## config.mk

```make
export PLATFORM = sky130hd
export DESIGN_NAME = hpram_arbiter
export DESIGN_NICKNAME = d
export VERILOG_FILES = /design/src/rtl/hpram_arbiter.sv
export SDC_FILE = /design/constraint.sdc
export NUM_CORES = 1
export LEC_CHECK = 0
export ABC_AREA = 1
export ABC_CLOCK_PERIOD_IN_PS = 1800
export BUFFER_PORTS_ARGS = -buffer_cell sky130_fd_sc_hd__buf_2
export CAP_MARGIN = 20
export CORE_ASPECT_RATIO = 1.5
export CORE_MARGIN = 1
export CORE_UTILIZATION = 42
export CTS_BUF_LIST = sky130_fd_sc_hd__clkbuf_16
export CTS_CLUSTER_DIAMETER = 30
export DETAILED_ROUTE_END_ITERATION = 12
export GPL_TIMING_DRIVEN = 0
export PLACE_DENSITY = 0.86
export SLEW_MARGIN = 0
export SYNTH_ARGS = -nofsm -noshare
export SYNTH_HDL_FRONTEND = slang
export SYNTH_SLANG_ARGS = --single-unit
```

## constraint.sdc

```tcl
create_clock -name clk -period 1.8 [get_ports clk]
set_input_delay 0.09 -clock clk [delete_from_list [all_inputs] [get_ports clk]]
set_output_delay 0.09 -clock clk [all_outputs]
set_load 0.05 [all_outputs]
```

## src/rtl/hpram_arbiter.sv

```systemverilog
// Round-robin burst arbiter sharing the HyperRAM command port between the
// frame-buffer write (ingress) and read (egress) channels, dma_clk domain.
module hpram_arbiter #(
    parameter int BURST_WORDS = 16,
    parameter int CMD_GAP     = 4,
    parameter int RD_TIMEOUT  = 256
) (
    input  logic        clk,
    input  logic        rst,
    input  logic        init_calib,
    input  logic        wr_req,
    input  logic [21:0] wr_addr,
    output logic        wr_grant,
    output logic        wr_rden,
    input  logic [31:0] wr_data_in,
    output logic        wr_done,
    input  logic        rd_req,
    input  logic [21:0] rd_addr,
    output logic        rd_grant,
    output logic [31:0] rd_data_out,
    output logic        rd_wren,
    output logic        rd_done,
    output logic        rd_timeout_err,
    output logic        cmd,
    output logic        cmd_en,
    output logic [21:0] addr,
    output logic [31:0] wr_data,
    output logic [3:0]  data_mask,
    input  logic        rd_data_valid,
    input  logic [31:0] rd_data
);

    localparam int CW = $clog2(BURST_WORDS) + 1;
    localparam int TW = $clog2(RD_TIMEOUT) + 1;
    localparam int GW = $clog2(CMD_GAP) + 1;

    localparam logic [CW-1:0] LAST_BEAT = CW'(BURST_WORDS - 1);
    localparam logic [CW-1:0] PRE_LAST  = CW'(BURST_WORDS - 2);
    localparam logic [TW-1:0] TO_LAST   = TW'(RD_TIMEOUT - 1);
    localparam logic [GW-1:0] GAP_LAST  = GW'(CMD_GAP - 1);

    typedef enum logic [2:0] {
        IDLE, WR_PREF, WR_BURST, RD_WAIT, GAP
    } state_t;

    state_t      state_q, state_d;
    logic [CW-1:0] cnt_q, cnt_d;
    logic [TW-1:0] timer_q, timer_d;
    logic [GW-1:0] gap_q, gap_d;
    logic [21:0] addr_q, addr_d;
    logic        cmd_q, cmd_d;
    logic        cmd_en_q, cmd_en_d;
    logic        last_rd_q, last_rd_d;
    logic        err_q, err_d;
    logic        wr_grant_q, wr_grant_d;
    logic        rd_grant_q, rd_grant_d;
    logic        wr_rden_q, wr_rden_d;
    logic        wr_done_q, wr_done_d;
    logic        to_done_q, to_done_d;

    logic rd_active, rd_last, arb_ok, pick_rd, pick_wr;

    // The grant cycle itself sits in RD_WAIT; data is only accepted after cmd_en.
    assign rd_active = (state_q == RD_WAIT) && !rd_grant_q && init_calib;
    assign rd_last   = rd_active && rd_data_valid && (cnt_q == LAST_BEAT);

    assign arb_ok  = init_calib &&
                     ((state_q == IDLE) ||
                      ((state_q == GAP) && (gap_q == GAP_LAST)));
    assign pick_rd = arb_ok && rd_req && (!wr_req || !last_rd_q);
    assign pick_wr = arb_ok && wr_req && !pick_rd;

    always_comb begin
        state_d    = state_q;
        cnt_d      = cnt_q;
        timer_d    = timer_q;
        gap_d      = gap_q;
        addr_d     = addr_q;
        cmd_d      = cmd_q;
        last_rd_d  = last_rd_q;
        err_d      = err_q;
        cmd_en_d   = 1'b0;
        wr_grant_d = 1'b0;
        rd_grant_d = 1'b0;
        wr_rden_d  = 1'b0;
        wr_done_d  = 1'b0;
        to_done_d  = 1'b0;

        unique case (state_q)
            IDLE: ;
            WR_PREF: begin
                state_d   = WR_BURST;
                cmd_en_d  = 1'b1;
                wr_rden_d = 1'b1;
                cnt_d     = '0;
            end
            WR_BURST: begin
                cnt_d     = cnt_q + 1'b1;
                wr_rden_d = (cnt_q < PRE_LAST);
                wr_done_d = (cnt_q == PRE_LAST);
                if (cnt_q == LAST_BEAT) begin
                    state_d = GAP;
                    gap_d   = '0;
                end
            end
            RD_WAIT: begin
                if (rd_grant_q) begin
                    cmd_en_d = 1'b1;
                    timer_d  = '0;
                    cnt_d    = '0;
                end else begin
                    timer_d = timer_q + 1'b1;
                    if (rd_active && rd_data_valid)
                        cnt_d = cnt_q + 1'b1;
                    if (rd_last) begin
                        state_d = GAP;
                        gap_d   = '0;
                    end else if (timer_q == TO_LAST) begin
                        err_d     = 1'b1;
                        to_done_d = 1'b1;
                        state_d   = GAP;
                        gap_d     = '0;
                    end
                end
            end
            GAP: begin
                gap_d = gap_q + 1'b1;
                if (gap_q == GAP_LAST)
                    state_d = IDLE;
            end
            default: state_d = IDLE;
        endcase

        if (pick_rd) begin
            state_d    = RD_WAIT;
            rd_grant_d = 1'b1;
            addr_d     = rd_addr;
            cmd_d      = 1'b1;
            last_rd_d  = 1'b1;
        end else if (pick_wr) begin
            state_d    = WR_PREF;
            wr_grant_d = 1'b1;
            wr_rden_d  = 1'b1;
            addr_d     = wr_addr;
            cmd_d      = 1'b0;
            last_rd_d  = 1'b0;
        end

        // Calibration loss abandons the burst silently.
        if (!init_calib && (state_q != IDLE)) begin
            state_d    = IDLE;
            cmd_en_d   = 1'b0;
            wr_grant_d = 1'b0;
            rd_grant_d = 1'b0;
            wr_rden_d  = 1'b0;
            wr_done_d  = 1'b0;
            to_done_d  = 1'b0;
            err_d      = err_q;
        end
    end

    always_ff @(posedge clk) begin
        if (rst) begin
            state_q    <= IDLE;
            cnt_q      <= '0;
            timer_q    <= '0;
            gap_q      <= '0;
            addr_q     <= '0;
            cmd_q      <= 1'b0;
            cmd_en_q   <= 1'b0;
            last_rd_q  <= 1'b0;
            err_q      <= 1'b0;
            wr_grant_q <= 1'b0;
            rd_grant_q <= 1'b0;
            wr_rden_q  <= 1'b0;
            wr_done_q  <= 1'b0;
            to_done_q  <= 1'b0;
        end else begin
            state_q    <= state_d;
            cnt_q      <= cnt_d;
            timer_q    <= timer_d;
            gap_q      <= gap_d;
            addr_q     <= addr_d;
            cmd_q      <= cmd_d;
            cmd_en_q   <= cmd_en_d;
            last_rd_q  <= last_rd_d;
            err_q      <= err_d;
            wr_grant_q <= wr_grant_d;
            rd_grant_q <= rd_grant_d;
            wr_rden_q  <= wr_rden_d;
            wr_done_q  <= wr_done_d;
            to_done_q  <= to_done_d;
        end
    end

    assign wr_grant       = wr_grant_q;
    assign rd_grant       = rd_grant_q;
    assign wr_rden        = wr_rden_q;
    assign wr_done        = wr_done_q;
    assign cmd            = cmd_q;
    assign cmd_en         = cmd_en_q;
    assign addr           = addr_q;
    assign rd_timeout_err = err_q;
    assign wr_data        = (state_q == WR_BURST) ? wr_data_in : '0;
    assign rd_data_out    = rd_data;
    assign rd_wren        = rd_active && rd_data_valid;
    assign rd_done        = to_done_q || rd_last;
    assign data_mask      = 4'h0;

endmodule

```

* After elaboration in Yosys (flattened, before gate mapping)
Index checks and enable logic that the tools add are counted.
W data, S select, Z words.
** Word-level totals
- Register bits after elaboration :: 50
- Input bits :: 114
- Output and inout port bits :: 99
** Operators by class
- Add/subtract/negate cells :: 3
- Magnitude comparators :: 1
- Equal/unequal tests :: 18
- Mux-type cells :: 30
- Bitwise gates (word level) :: 6
- Reduce and logical (&&, ||, !) cells :: 34
** Operators by type and width (number)
- $mux W22 :: 2
- $mux W32 :: 1
- $mux W3 :: 9
- $pmux W3 S5 :: 1
- $pmux W5 S3 :: 1
- $reduce_and A5 Y1 :: 3
- $logic_and A1 B1 Y1 :: 11
- $eq A5 B4 Y1 const B :: 2
- $mux W5 :: 2
- $add A9 B1 Y9 const B :: 1
- $eq A3 B2 Y1 const B :: 3
- $eq A9 B8 Y1 const B :: 1
- $mux W9 :: 1
- $pmux W3 S3 :: 1
- $reduce_bool A3 Y1 :: 3
- $mux W1 :: 8
- $ne A4 B4 Y1 const B :: 2
- $ne A3 B3 Y1 const B :: 2
- $not A1 Y1 :: 6
- $reduce_or A3 Y1 :: 2
- $add A5 B1 Y5 const B :: 1
- $logic_not A1 Y1 :: 5
- $lt A5 B4 Y1 const B :: 1
- $ne A5 B4 Y1 const B :: 1
- 17 further kinds :: 22

* Longest topological paths before layout
Gate-level depths: netlist of the first run.
- Depth in word-level cells :: 10
- Mapped depth :: 13

* Least setup slack after synthesis of the first run
No wires, ideal clock.
- Path type :: register to output
- From :: reg state_q[1]
- To :: out wr_data[10]
- Arrival :: 1.618 ns
- Required time :: 1.710 ns
- Setup slack :: 0.092 ns
- Cell stages (with the launch flop) :: 6
- Path through :: dfxtp_1 > inv_1 > nor2_2 > nand2_2 > clkbuf_1 > nor2_1
** On the way
- Word-level cells in the longest chain between the ends :: 2
** RTL lines
- from (decl) :: line 46 : state_t state_q, state_d;
- from (signal assigned) :: line 179 : state_q <= state_d;
- $eq A3 B2 Y1 :: line 204 : assign wr_data = (state_q == WR_BURST) ? wr_data_in : '0;
- $mux W32 :: line 204
- to (decl) :: line 27 : output logic [31:0] wr_data,
No other way between the ends.

* Worst setup path in the final report of the first run
- From :: reg gap_q[1]
- To :: reg addr_q[10], in the netlist addr[10]
** On the way
- Word-level cells in the longest chain between the ends :: 9
- Elaborated cells between the ends (all ways) :: 11
- Those cells by class :: eq/ne: 1; mux: 1; reduce/logical: 9
** RTL lines
- from (decl) :: line 49 : logic [GW-1:0] gap_q, gap_d;
- from (signal assigned) :: line 182 : gap_q <= gap_d;
- $eq A3 B2 Y1 * :: line 69 : ((state_q == GAP) && (gap_q == GAP_LAST)));
- $logic_and A1 B1 Y1 * :: line 69
- $logic_or A1 B1 Y1 * :: line 68 : ((state_q == IDLE) ||
- $logic_and A1 B1 Y1 * :: line 67 : assign arb_ok = init_calib &&
- $logic_and A1 B1 Y1 (2 in series) :: line 70 : assign pick_rd = arb_ok && rd_req && (!wr_req || !last_rd_q);
- $logic_not A1 Y1 :: line 71 : assign pick_wr = arb_ok && wr_req && !pick_rd;
- $logic_and A1 B1 Y1 :: line 71
- $reduce_bool A2 Y1 (no source line)
- to (signal assigned) :: line 183 : addr_q <= addr_d;
- to (decl) :: line 50 : logic [21:0] addr_q, addr_d;
Every way passes the cells marked *; elsewhere a longest branch is shown, timed or not.
A chain may end at the register's enable or synchronous reset.

==> out/qor.yml, run 1 <==
power_and_ir_drop:
  irDropWorstVdd_mv: 0.761
  p_sw_uw: 2630
  p_clk_share_pct: 19.4
  p_seq_share_pct: 25.5
  power.density_nw_per_um2: 1160
  p_sw_share_pct: 48.1
  p_int_uw: 2830
  p_leak_uw: 0.00273
  p_comb_share_pct: 55.1
global_routing:
  grt_pass1_wl_um: 13300
  antenna_found_initial: 0
  grt_overflow: 0
  grt_usage_pct: 21.5
  grt_max_degree: 16
  grt_pass1_vias: 3114
place:
  pre_cts_ws_ns: -0.0395
  place_area_um2: 4120
  io_buffers: 175
  hpwlAfterDp_um: 6970
  gp_congestion: 0.890
setup_path:
  crit_arrival_ns: 2.04
  crit_path_max_incr_delay_ns: 0.36
  cp_cell_sequence: "ha_4 > ha_4 > inv_2 > nand2_4 > nand2_4 > nor2_4 > nand3_2 > buf_6 > buf_8 > buf_4 > o21ai_2 > o21ai_1 > inv_1"
  critPathCaptureType: "register"
  start_kind: "register"
  crit_slowest_cell: "dfxtp_2"
  crit_fanout: 7
  crit_required_ns: 2.04
  r2r_cells: 13
  worstSetupPathType: "reg2reg"
logic_synthesis:
  synthAdderAreaFrac_pct: 2.82
  synth_top_area_share_pct: 32.2
  yosysUniqueCellTypes: 31
  ys_async_sr_fraction_pct: 0
  yosys-top-cells-area: "dfxtp_1, nor2_1, inv_1, buf_4, nand2_1"
  synth.most_common_cell: "nor2_1"
  seq_area_frac_synth_pct: 32.2
  synth_top_family_by_area: "simple AND/OR/NAND/NOR gates"
  synth_flop_cell: "dfxtp_1"
  synth_xor_area_share_pct: 0.282
  yosysTopAreaCell: "dfxtp_1"
  synth_commonest_cells: "nor2_1, inv_1, nand2_1"
  synth_mux_area_share_pct: 0
  netlist_area_um2: 3110
  synth_compound_gate_area_share_pct: 11.9
  yosysWarnings: 0
  synth-edff-count: 0
  ys_seq_elements: 50
  netlist_instances: 492
  synthSimpleGateAreaFrac_pct: 27.3
  synth_area_per_cell_um2: 6.32
finish:
  diodes: 0
  nNetsFinal: 809
  drive_above_1_share_pct: 43.4
  area_delta_synth_final_pct: 51.5
  finalInstanceArea_um2: 4710
job:
  maxCapViolCount: 0
sta:
  finClkSkew_ns: 0.00687
  rsz0062_at_grt: "true"
  setup_viol: 0
  final-hold-violation-count: 0
  post-route-period-util_pct: 99.9
  fin_crit_ns: 1.80
  maxClockFrequency_mhz: 556
  drv_slew: 0
  fin_ws_ns: 0.00193
worst_hold_path:
  worstHoldPathCells: 5
  hold_path.class: "in2reg"
detailed_routing:
  ant_nets: 0
  first_pass_iters: 5
  dr_total_vias: 3747
  avgViaCountPerCell: 4.75
  drt-initial-drc-count: 395
  routed_wl_um: 9830
  routedWlPerCell_um: 12.5
  drc_errors: 0
clock_network:
  cts_root_buf: "clkbuf_16"
  clockBufferDepth: 2
  path_clk_slew_ns: 0.07
  clkLatencyLatePin_ns: 0.29
  h-tree-depth: 2
  cts_hold_buf: 0
  cts-buffers-inserted: 5
  cts_sinks: 50
  cts_tree: "built"
floorplanning:
  die_width_um: 72.2
  ios: 213
  initial_core_util_pct: 43.3
  rows: 38
  core_area_um2: 7180
  die_y_um: 107
  fp.dieArea_um2: 7750
outcome:
  status: "complete, no violations"
timing repair:
item	in CTS	in global routing
gates resized for setup	37	71
setup endpoints to repair	52	63
cloned	0	1
buffers inserted	2	8
pin swaps	2	15
metrics by stage:
| step | hold WS [ns] | instances | utilization [%] | total power [uW] | TNS [ns] |
|---|---|---|---|---|---|
| 2_1_floorplan | 0.253 | 495 | - | 3460 | 0 |
| 3_3_place_gp | 0.393 | 770 | 57.4 | 4000 | 0 |
| 3_5_place_dp | 0.407 | 770 | 57.4 | 4050 | -0.185 |
| 4_1_cts | 0.108 | 780 | 61.4 | 5220 | 0 |
| 5_1_grt | 0.134 | 789 | 65.6 | 5730 | -0.596 |
| 6_report | 0.100 | 789 | 65.6 | 5460 | 0 |
worst paths after layout:
check | from | to | slack, ns
worst max-delay path | gap_q[1]$_SDFFE_PP0P_ | addr[10]$_SDFFE_PP0P_ | 0.002
worst min-delay path | wr_addr[3] | addr[3]$_SDFFE_PP0P_ | 0.10
worst max register to register | gap_q[1]$_SDFFE_PP0P_ | addr[10]$_SDFFE_PP0P_ | 0.002
worst min register to register | gap_q[2]$_SDFFE_PP0P_ | gap_q[2]$_SDFFE_PP0P_ | 0.47
final cells by class:
class / count / area, um^2
clock buffers: 5 / 125
well taps: 100 / 125
flip-flops and latches: 50 / 1010
plain buffers: 53 / 395
inverters: 109 / 409
clock inverters: 3 / 41.3
fillers: 563 / 2470
repair buffers: 186 / 1110
multi-input cells: 283 / 1490
power by group through the flow:
stage / logic (uW) / clock network [uW] / registers [uW]
final: 3010 / 1060 / 1390
after global routing: 3210 / 1120 / 1410
after CTS: 2780 / 1060 / 1380
after detailed placement: 2650 / 0 / 1400
after global placement: 2610 / 0 / 1400
after floorplan: 1650 / 0 / 1810
flip-flops by register name, summed over array words and instances (netlist names):
register        cells
addr               22
cmd_en              1
cnt_q               5
gap_q               3
last_rd_q           1
rd_grant            1
rd_timeout_err      1
state_q             3
timer_q             9
to_done_q           1
wr_done             1
wr_grant            1
wr_rden             1
layer usage:
layer | track usage [%] | vias up | routed length [um]
met1 | 23.1 | 1677 | 3470
met3 | 4.49 | 29 | 840
li1 | - | 1825 | -
met4 | 9.94 | 0 | 352
met2 | 39.3 | 216 | 5170
met5 | 0 | - | 0
critical path, delay by kind of cell, from the launching register on:
kind / cells / cell delay (ns)
buffers and inverters: 5 / 0.54
and+or+nand+nor: 4 / 0.38
DFF: 1 / 0.36
adders and majority gates: 2 / 0.27
AOI/OAI and AO/OA: 2 / 0.20
kinds of logic (layout without fill, tap and decap cells):
logic type      after synthesis  after routing
compound gates               70             70
xor+xnor                      1              1
fa+ha+maj                     7              7
buf+inv                     162            356
flops                        50             50
other cells                   1              4
simple gates                201            201
cells in the final DEF, fill, tap and decap left out, types with 6 or more instances in the layout:
cell type / count
buf_2: 146
a21oi_1: 10
buf_4: 65
nand2_1: 55
nand2_2: 7
dfxtp_1: 43
o21ai_0: 9
o21ai_1: 34
buf_6: 14
clkbuf_16: 6
inv_1: 103
nand3_1: 8
nor2_1: 98
inv_2: 7
o21ai_2: 10
nor2_2: 7
(Power assumes the default switching activity.)
==> run 2, diff against run 1 <==
Settings changed: CORE_UTILIZATION 42 to 30, PLACE_DENSITY 0.86 to 0.66.
==> run 2 against run 1 <==
  * Critical path type unchanged
  * Clock power shrank 15%
  * Register-to-register slack better by 0.06 ns
  * Fmax increased by 3.4%
  * Die area grew 39%
  * Combinational power fell by 3%
==> out/qor.yml, run 2 (synthesized netlist as in run 1, its figures left out) <==
sta:
  fin_ws_ns: 0.0616  # was 0.00193 ns
  rsz0062_at_grt: "true"  # unchanged
  finClkSkew_ns: 0.00442  # was 0.00687 ns
  final-hold-violation-count: 0  # unchanged
  drv_slew: 0  # unchanged
  fin_crit_ns: 1.74  # was 1.80 ns
  post-route-period-util_pct: 96.6  # was 99.9%
  holdWs_ns: 0.0951  # was 0.100 ns
  maxClockFrequency_mhz: 575  # was 556 MHz
  setup_viol: 0  # unchanged
finish:
  largest_reg_flops: 22  # unchanged
  diodes: 0  # unchanged
  num-fill-cells: 1015  # was 563
  final-seq-area_um2: 1020  # was 1010 um^2
  final_common_cell: "buf_2"  # unchanged
  fin_cells: 804  # was 789
  fin_util_pct: 46.2  # was 65.6%
  area_delta_synth_final_pct: 49.8  # was 51.5%
  multi_input_area_um2: 1500  # was 1490 um^2
  nNetsFinal: 807  # was 809
  final_cell_mix: "buf_2, inv_1, nor2_1"  # unchanged
  drive_above_1_share_pct: 43.1  # was 43.4%
setup_path:
  startpoint: "gap_q[1]$_SDFFE_PP0P_"  # unchanged
  crit_required_ns: 1.98  # was 2.04 ns
  start_kind: "register"  # unchanged
  crit_arrival_ns: 1.92  # was 2.04 ns
  worstSetupPathType: "reg2reg"  # unchanged
  r2r_start: "gap_q[1]$_SDFFE_PP0P_"  # unchanged
  crit_fanout: 6  # was 7
  critPathCaptureType: "register"  # unchanged
clock_network:
  cts_root_buf: "clkbuf_16"  # unchanged
  cts_hold_buf: 0  # unchanged
  clockBufferDepth: 2  # unchanged
  cts_sinks: 50  # unchanged
  clkLatencyLatePin_ns: 0.29  # about the same
  h-tree-depth: 2  # unchanged
  cts_tree: "built"  # unchanged
  path_clk_slew_ns: 0.07  # about the same
  cts-buffers-inserted: 5  # unchanged
place:
  numPlacedInstances: 787  # was 770
  hpwlAfterDp_um: 6980  # was 6970 um
  io_buffers: 175  # unchanged
  gp_congestion: 0.886  # was 0.890
  pre_cts_ws_ns: -0.0478  # was -0.0395 ns
detailed_routing:
  routedWlPerCell_um: 11.4  # was 12.5 um
  avgViaCountPerCell: 4.48  # was 4.75
  ant_nets: 0  # unchanged
  drt-initial-drc-count: 151  # was 395
  first_pass_iters: 4  # was 5
  routed_wl_um: 9140  # was 9830 um
  drc_errors: 0  # unchanged
  dr_total_vias: 3605  # was 3747
power_and_ir_drop:
  p_int_uw: 2660  # was 2830 uW
  p_seq_share_pct: 26.6  # was 25.5%
  p_comb_share_pct: 56.0  # was 55.1%
  power.density_nw_per_um2: 1120  # was 1160 nW/um^2
  irDropWorstVdd_mv: 0.410  # was 0.761 mV
  p_sw_uw: 2550  # was 2630 uW
  p_leak_uw: 0.00270  # was 0.00273 uW
  p_clk_share_pct: 17.4  # was 19.4%
  p_sw_share_pct: 49.0  # was 48.1%
job:
  maxCapViolCount: 0  # unchanged
global_routing:
  grt_usage_pct: 16.1  # was 21.5%
  antenna_found_initial: 0  # unchanged
  grt_max_degree: 15  # was 16
  grt_pass1_wl_um: 14000  # was 13300 um
  grt_overflow: 0  # unchanged
  grt_pass1_vias: 3252  # was 3114
floorplanning:
  fp.dieArea_um2: 10800  # was 7750 um^2
  core_area_um2: 10100  # was 7180 um^2
  die_width_um: 85.1  # was 72.2 um
  die_y_um: 127  # was 107 um
  initial_core_util_pct: 30.8  # was 43.3%
  rows: 45  # was 38
  ios: 213  # unchanged
outcome:
  status: "complete, no violations"  # unchanged
worst_hold_path:
  hold_start: "wr_addr[3]"  # unchanged
  hold_path.class: "in2reg"  # unchanged
run 2: cell count changes in the layout (fill, tap and decap cells not counted), moves of 2 or more:
cell      before  now
nand2_2        7   12
dfxtp_2        5    3
buf_6         14    9
nand2_1       55   51
nor2_1        98  100
clkbuf_4       4    2
buf_4         65   71
o21ai_0        9   11
nor2_2         7    4
buf_2        146  148
run 2: power by group through the flow:
stage,clock (uW),combinational [uW],sequential (uW)
after detailed placement,0,2660,1400
final,904,2920,1380
after floorplan,0,1650,1810
after CTS,938,2790,1380
after global routing,971,3140,1410
after global placement,0,2620,1390
run 2: area by class of cell:
cell class | instances | area share [%]
multi-input cells | 283 | 32.1
repair buffers | 185 | 22.9
flip-flops and latches | 50 | 21.8
inverters | 109 | 8.84
plain buffers | 52 | 8.28
well taps | 117 | 3.14
clock buffers | 5 | 2.69
clock inverters | 3 | 0.269
run 2: metrics by stage:
step	TNS (ns)	instance area, um^2	total power, uW
2_1_floorplan	0	3120	3460
3_3_place_gp	0	4140	4020
3_5_place_dp	-0.408	4140	4060
4_1_cts	0	4420	5110
5_1_grt	-0.306	4660	5520
6_report	0	4660	5210
run 2: worst paths after layout:
| kind | endpoint | slack [ns] | depth (start not counted) |
|---|---|---|---|
| worst max-delay path | addr[17]$_SDFFE_PP0P_ | 0.06 | 13 |
| worst max register to register | addr[17]$_SDFFE_PP0P_ | 0.06 | 13 |
| worst min-delay path | addr[3]$_SDFFE_PP0P_ | 0.1 | 5 |
| worst min register to register | gap_q[2]$_SDFFE_PP0P_ | 0.48 | 2 |
run 2: critical path, stage by stage (launching register included):
cell and delay, ns:
dfxtp_2 0.35, ha_4 0.14, ha_4 0.12, inv_2 0.03
nand2_2 0.06, nand2_2 0.07, nor2_4 0.15, nand3_4 0.11
buf_6 0.16, clkbuf_16 0.16, nand2_4 0.05, o21ai_2 0.05
o21ai_1 0.13, inv_1 0.05
run 2: repair_timing:
action / in CTS / in global routing
gates resized for setup: 42 / 59
setup endpoints to repair: 57 / 62
buffers inserted: 3 / 5
pin swaps: 3 / 19
gates cloned: 1 / 1
run 2: layer usage:
metal	global-route usage (%)	part of all wire, %
met1	16.7	37
met2	31.0	54
met3	3.19	7.3
met4	6.28	2.3
met5	0	0
